<file path="src/rtl/stopwatch_pkg.sv">
// Shared stopwatch definitions: button FSM state encoding and default timing constants.
package stopwatch_pkg;

    typedef enum logic [1:0] {
        IDLE         = 2'd0,
        PRESS_WAIT   = 2'd1,
        DOWN         = 2'd2,
        RELEASE_WAIT = 2'd3
    } btn_state_t;

    // 10 ms debounce and 1 s long-hold at the 100 MHz board clock
    localparam int DEFAULT_DEBOUNCE_CYCLES = 1000000;
    localparam int DEFAULT_HOLD_CYCLES     = 100000000;
    localparam int DEFAULT_CNT_WIDTH       = 27;

endpackage

</file>
<file path="src/rtl/button_conditioner_if.sv">
// Raw button input plus the conditioned level and event pulses of one pushbutton.
interface button_conditioner_if;

    logic ButtonIn;
    logic Pressed;
    logic PressPulse;
    logic ReleasePulse;
    logic HoldPulse;

    // The button source drives the raw level and consumes the conditioned events
    modport master (
        output ButtonIn,
        input  Pressed,
        input  PressPulse,
        input  ReleasePulse,
        input  HoldPulse
    );

    // The conditioner consumes the raw level and produces the conditioned events
    modport slave (
        input  ButtonIn,
        output Pressed,
        output PressPulse,
        output ReleasePulse,
        output HoldPulse
    );

endinterface

</file>
<file path="src/rtl/sync_2ff.sv">
// Two-flop synchronizer for a single asynchronous board input.
module sync_2ff (
    input  logic clk,
    input  logic rst,
    input  logic d,
    output logic q
);

    logic meta_q, meta_d;
    logic sync_q, sync_d;

    // Shift the raw input through the two synchronizing stages
    always_comb begin
        meta_d = d;
        sync_d = meta_q;
    end

    // Synchronizer flops, cleared asynchronously
    always_ff @(posedge clk or posedge rst) begin
        if (rst) begin
            meta_q <= 1'b0;
            sync_q <= 1'b0;
        end else begin
            meta_q <= meta_d;
            sync_q <= sync_d;
        end
    end

    assign q = sync_q;

endmodule

</file>
<file path="src/rtl/button_conditioner.sv">
// Debounces one pushbutton and emits press, release and long-hold pulses.
module button_conditioner
    import stopwatch_pkg::*;
#(
    parameter int DEBOUNCE_CYCLES = DEFAULT_DEBOUNCE_CYCLES,
    parameter int HOLD_CYCLES     = DEFAULT_HOLD_CYCLES,
    parameter int CNT_WIDTH       = DEFAULT_CNT_WIDTH
) (
    input  logic                  Clock,
    input  logic                  Reset,
    button_conditioner_if.slave   btn
);

    localparam logic [CNT_WIDTH-1:0] DEB_LAST  = CNT_WIDTH'(DEBOUNCE_CYCLES - 1);
    localparam logic [CNT_WIDTH-1:0] HOLD_LAST = CNT_WIDTH'(HOLD_CYCLES - 1);
    localparam logic [CNT_WIDTH-1:0] CNT_ONE   = CNT_WIDTH'(1);

    logic                 sync_btn;
    btn_state_t           state_q, state_d;
    logic [CNT_WIDTH-1:0] cnt_q, cnt_d;
    logic [CNT_WIDTH-1:0] hold_save_q, hold_save_d;
    logic                 hold_fired_q, hold_fired_d;
    logic                 pressed_q, pressed_d;
    logic                 press_pulse_q, press_pulse_d;
    logic                 release_pulse_q, release_pulse_d;
    logic                 hold_pulse_q, hold_pulse_d;

    sync_2ff u_sync (
        .clk (Clock),
        .rst (Reset),
        .d   (btn.ButtonIn),
        .q   (sync_btn)
    );

    // Next state: debounce in the wait states, hold counting while down, pulses on acceptance
    always_comb begin
        state_d         = state_q;
        cnt_d           = cnt_q;
        hold_save_d     = hold_save_q;
        hold_fired_d    = hold_fired_q;
        press_pulse_d   = 1'b0;
        release_pulse_d = 1'b0;
        hold_pulse_d    = 1'b0;
        case (state_q)
            IDLE: begin
                if (sync_btn) begin
                    state_d = PRESS_WAIT;
                    cnt_d   = '0;
                end
            end
            PRESS_WAIT: begin
                if (!sync_btn) begin
                    state_d = IDLE;
                    cnt_d   = '0;
                end else if (cnt_q == DEB_LAST) begin
                    state_d       = DOWN;
                    cnt_d         = '0;
                    press_pulse_d = 1'b1;
                end else begin
                    cnt_d = cnt_q + CNT_ONE;
                end
            end
            DOWN: begin
                if ((cnt_q == HOLD_LAST) && !hold_fired_q) begin
                    hold_pulse_d = 1'b1;
                    hold_fired_d = 1'b1;
                end
                if (!sync_btn) begin
                    state_d     = RELEASE_WAIT;
                    hold_save_d = cnt_q;
                    cnt_d       = '0;
                end else if (cnt_q < HOLD_LAST) begin
                    cnt_d = cnt_q + CNT_ONE;
                end
            end
            RELEASE_WAIT: begin
                if (sync_btn) begin
                    state_d = DOWN;
                    cnt_d   = hold_save_q;
                end else if (cnt_q == DEB_LAST) begin
                    state_d         = IDLE;
                    cnt_d           = '0;
                    release_pulse_d = 1'b1;
                    hold_fired_d    = 1'b0;
                end else begin
                    cnt_d = cnt_q + CNT_ONE;
                end
            end
            default: begin
                state_d = IDLE;
                cnt_d   = '0;
            end
        endcase
        pressed_d = (state_d == DOWN) || (state_d == RELEASE_WAIT);
    end

    // State, counters and registered outputs, all cleared asynchronously
    always_ff @(posedge Clock or posedge Reset) begin
        if (Reset) begin
            state_q         <= IDLE;
            cnt_q           <= '0;
            hold_save_q     <= '0;
            hold_fired_q    <= 1'b0;
            pressed_q       <= 1'b0;
            press_pulse_q   <= 1'b0;
            release_pulse_q <= 1'b0;
            hold_pulse_q    <= 1'b0;
        end else begin
            state_q         <= state_d;
            cnt_q           <= cnt_d;
            hold_save_q     <= hold_save_d;
            hold_fired_q    <= hold_fired_d;
            pressed_q       <= pressed_d;
            press_pulse_q   <= press_pulse_d;
            release_pulse_q <= release_pulse_d;
            hold_pulse_q    <= hold_pulse_d;
        end
    end

    assign btn.Pressed      = pressed_q;
    assign btn.PressPulse   = press_pulse_q;
    assign btn.ReleasePulse = release_pulse_q;
    assign btn.HoldPulse    = hold_pulse_q;

endmodule
</file>
<file path="src/flat_wrapper.sv">
// flat-port wrapper written by rule: the top's interface ports become plain ports
module button_conditioner_flat import stopwatch_pkg::*;
#(
    parameter int DEBOUNCE_CYCLES = DEFAULT_DEBOUNCE_CYCLES,
    parameter int HOLD_CYCLES     = DEFAULT_HOLD_CYCLES,
    parameter int CNT_WIDTH       = DEFAULT_CNT_WIDTH
)
  (Clock, Reset, btn_ButtonIn, btn_Pressed, btn_PressPulse, btn_ReleasePulse, btn_HoldPulse);
  button_conditioner_if btn_i ();
  input  logic Clock;
  input  logic Reset;
  input wire logic [$bits(btn_i.ButtonIn)-1:0] btn_ButtonIn;
  output wire logic [$bits(btn_i.Pressed)-1:0] btn_Pressed;
  output wire logic [$bits(btn_i.PressPulse)-1:0] btn_PressPulse;
  output wire logic [$bits(btn_i.ReleasePulse)-1:0] btn_ReleasePulse;
  output wire logic [$bits(btn_i.HoldPulse)-1:0] btn_HoldPulse;
  assign btn_i.ButtonIn = btn_ButtonIn;
  assign btn_Pressed = btn_i.Pressed;
  assign btn_PressPulse = btn_i.PressPulse;
  assign btn_ReleasePulse = btn_i.ReleasePulse;
  assign btn_HoldPulse = btn_i.HoldPulse;
  button_conditioner #(.DEBOUNCE_CYCLES(DEBOUNCE_CYCLES), .HOLD_CYCLES(HOLD_CYCLES), .CNT_WIDTH(CNT_WIDTH)) u_core (.Clock(Clock), .Reset(Reset), .btn(btn_i));
endmodule
</file>
<file path="config.mk">
export PLATFORM = sky130hd
export DESIGN_NAME = button_conditioner_flat
export DESIGN_NICKNAME = d
export VERILOG_FILES = /design/src/rtl/stopwatch_pkg.sv /design/src/rtl/button_conditioner_if.sv /design/src/rtl/sync_2ff.sv /design/src/rtl/button_conditioner.sv /design/src/flat_wrapper.sv
export SDC_FILE = /design/constraint.sdc
export NUM_CORES = 1
export LEC_CHECK = 0
export ABC_AREA = 0
export ABC_CLOCK_PERIOD_IN_PS = 5500
export BUFFER_PORTS_ARGS = -buffer_cell sky130_fd_sc_hd__clkbuf_2
export CAP_MARGIN = 20
export CORE_UTILIZATION = 30
export CTS_CLUSTER_DIAMETER = 60
export CTS_CLUSTER_SIZE = 10
export DETAILED_ROUTE_END_ITERATION = 8
export SKIP_CTS_REPAIR_TIMING = 1
export SYNTH_ARGS = -nofsm -noshare
export SYNTH_HDL_FRONTEND = slang
export SYNTH_HIERARCHICAL = 1
export SYNTH_SLANG_ARGS = --single-unit
</file>
<file path="constraint.sdc">
create_clock -name Clock -period 5.5 [get_ports Clock]
set_input_delay 0.275 -clock Clock [delete_from_list [all_inputs] [get_ports Clock]]
set_output_delay 0.275 -clock Clock [all_outputs]
set_load 0.005 [all_outputs]
</file>
==> flow_metrics.tcl <==
set metrics [dict create \
    grt_max_degree 61 \
    synth_area_sq_mm 0.00372 \
    avgViaCountPerCell 5.63 \
    grt.total_usage_pct 17.0 \
    hold_start "btn_ButtonIn" \
    clockPowerShare_pct 51.7 \
    p_comb_share_pct 4.0 \
    synthAdderAreaFrac_pct 0.337 \
    synthCells 399 \
    cts_tree "built" \
    cts_htree_levels 3 \
    report.final.slew_viol_count 0 \
    drive_gt1_share_pct 17.3 \
    wl_microns 10100 \
    worstPathMaxFanout 25 \
    async_reset_ff_share_pct 100 \
    dieArea_sq_mm 0.0128 \
    drtAntennaViolNets 0 \
    p_seq_share_pct 44.3 \
    worst_pin_slew_ns 0.912 \
    clk_latency_ns 0.33 \
    place_hpwl_microns 6810 \
    p_switching_mw 0.233 \
    initial_core_util_pct 30.8 \
    cts-root-buf "clkbuf_16" \
    avgSynthCellArea_sq_um 9.31 \
    power-per-cell-area_mw_per_mm2 253 \
    final_common_cell "dfrtp_1" \
    synthSimpleGateAreaFrac_pct 22.5 \
    ff2ff_setup_slack_ns 2.39 \
    core_sq_mm 0.0121 \
    hold_violations 0 \
    final_util_pct 34.5 \
    cts_buffers 9 \
    grt_first_pass_wirelength_microns 16800 \
    fin_crit_ns 3.11 \
    muxShareOfSynthArea_pct 9.02 \
    yosysSeqAreaShare_pct 41.8 \
    ys.warnings.count 6 \
    rsz0062_at_grt "false" \
    synth_xor_xnor_area_share_pct 4.01 \
    grt_pass1_vias 3151 \
    maxCapViolCount 0 \
    antenna_found_initial 0 \
    hp-class "input pin to register" \
    cts.sinks 62 \
    synth.ff_latch_count 62 \
    synth_edf_count 0 \
    tns_ns 0 \
    gp_congestion 0.883 \
    mostFrequentLayoutCells "62 x dfrtp_1, 46 x nand2_1, 28 x mux2_2" \
    setup_violations 0 \
    r2r-start "u_core/u_sync/q$_DFF_PP0_" \
    dr.pass1.iters 5 \
    cp.arrival_ns 3.36 \
    place_area_sq_mm 0.00387 \
    grt_overflow 0 \
    syn_nets 403 \
    p_int_mw 0.819 \
    crit_path_end_kind "register" \
    cts.clk_slew.worst_paths_ns 0.05 \
    ios 7 \
    cp-start-kind "register" \
    max_slew_margin_pct 38.7 \
    nNetsFinal 397 \
    critical_path_class "register to register" \
    clockBufferDepth 2 \
    die_y_microns 113 \
    sw_frac_of_total_pct 22.2 \
    synth_top_family_by_area "simple AND/OR/NAND/NOR gates" \
    die_w_microns 113 \
    crit_required_ns 5.75 \
    final_area_sq_mm 0.00416 \
    area_growth_pct 12.0 \
    drc_errors 0 \
    period_share_pct 56.5 \
    fin_skew_ns 0.00649 \
    synth_ff_type "dfrtp_1" \
    p_leak_nw 1.72 \
    fmax_mhz 322 \
    vias 3188 \
    io_buffers 6 \
    wl_per_cell_microns 17.9 \
    nFillCells 1219 \
    drtIter0Drc 307 \
    ys_types 63 \
    synth_compound_area_share_pct 18.1 \
    max-vdd-ir-drop_mv 0.105 \
    rows 40 \
    n_antenna_cell 0 \
    crit_start "u_core/u_sync/q$_DFF_PP0_" \
    status "complete, no violations" \
]
==> critical path: stages, from the launching register on <==
cell	delay (ns)
dfrtp_1	0.92
nand2_1	0.20
nor2_1	0.44
nand2_1	0.13
o21ai_2	0.62
buf_4	0.34
or3_1	0.13
o21ai_0	0.07
a21oi_1	0.16
==> cells in the mapped netlist (5+ instances only) <==
master | instances | area (sq um)
o21ai_0 | 23 | 115
a21oi_1 | 18 | 90.1
xor2_1 | 6 | 52.6
a22o_1 | 8 | 70.1
dfrtp_1 | 62 | 1550
clkbuf_1 | 16 | 60.1
nor4_1 | 6 | 37.5
o211ai_1 | 5 | 37.5
nand2_1 | 46 | 173
nand4_1 | 6 | 37.5
nor3_1 | 11 | 55.1
mux2_2 | 28 | 315
and3_1 | 10 | 62.6
nand3_1 | 15 | 75.1
buf_2 | 8 | 40.0
nor2_1 | 25 | 93.8
xnor2_1 | 11 | 96.3
==> final cells by class <==
type	count	area (sq um)	share of cell area, %
well taps	168	210	5.05
clock buffers	11	233	5.59
inverters	6	22.5	0.541
multi-input cells	302	2020	48.5
repair buffers	12	77.6	1.86
clock inverters	5	50.0	1.20
flip-flops and latches	62	1550	37.3
==> path summary, 6_finish.rpt <==
| kind | endpoint | depth (start not counted) |
|---|---|---|
| setup / recovery | u_core/cnt_q[19]$_DFFE_PP0P_ | 8 |
| hold / removal | u_core/u_sync/meta_q$_DFF_PP0_ | 1 |
| setup reg to reg | u_core/cnt_q[19]$_DFFE_PP0P_ | 8 |
| hold reg to reg | u_core/u_sync/q$_DFF_PP0_ | 0 |
| max in group asynchronous | u_core/btn.ReleasePulse$_DFF_PP0_ | 4 |
| min in group asynchronous | u_core/u_sync/q$_DFF_PP0_ | 3 |
==> logic make-up (layout without fill, tap and decap cells) <==
kind of cell | count (synthesis) | in the layout
compound gates | 99 | 99
xor+xnor | 17 | 17
fa+ha+maj | 1 | 1
buf+inv | 35 | 34
flops | 62 | 62
mux | 30 | 30
simple gates | 155 | 155
==> registers in the layout, indices dropped and copies added (netlist names) <==
name and count:
u_core/cnt_q 27, u_core/btn.ReleasePulse 1, u_core/btn.Pressed 1, u_core/btn.PressPulse 1, u_core/btn.HoldPulse 1, u_core/hold_fired_q 1
u_core/hold_save_q 27, u_core/state_q 1, u_core/u_sync/meta_q 1, u_core/u_sync/q 1
==> power by group through the flow <==
stage / clock network, mW / registers, mW / logic [mW]
6_report: 0.544 / 0.466 / 0.0423
5_1_grt: 0.575 / 0.466 / 0.0472
4_1_cts: 0.557 / 0.466 / 0.0419
3_5_place_dp: 0 / 0.474 / 0.0418
3_3_place_gp: 0 / 0.473 / 0.0413
2_1_floorplan: 0 / 0.469 / 0.0326
==> per-layer routing <==
| layer | wire length (microns) | vias up | GRT usage (%) |
|---|---|---|---|
| met1 | 4660 | 1574 | 22.7 |
| met3 | 602 | 23 | 4.07 |
| li1 | - | 1470 | - |
| met4 | 286 | 0 | 9.74 |
| met2 | 4590 | 121 | 25.0 |
| met5 | 0 | - | 0 |
==> stage by stage <==
stage               hold slack (ns)  worst slack [ns]  std cells  power, mW
finish                       0.0462              2.39        566       1.05
CTS                          -0.218              2.45        565       1.07
global route                 0.0480              2.16        566       1.09
detailed placement            0.133              2.46        549      0.516
global placement              0.135              2.53        549      0.515
floorplan                    0.0162              3.23        399      0.502
(Power assumes the default switching activity.)
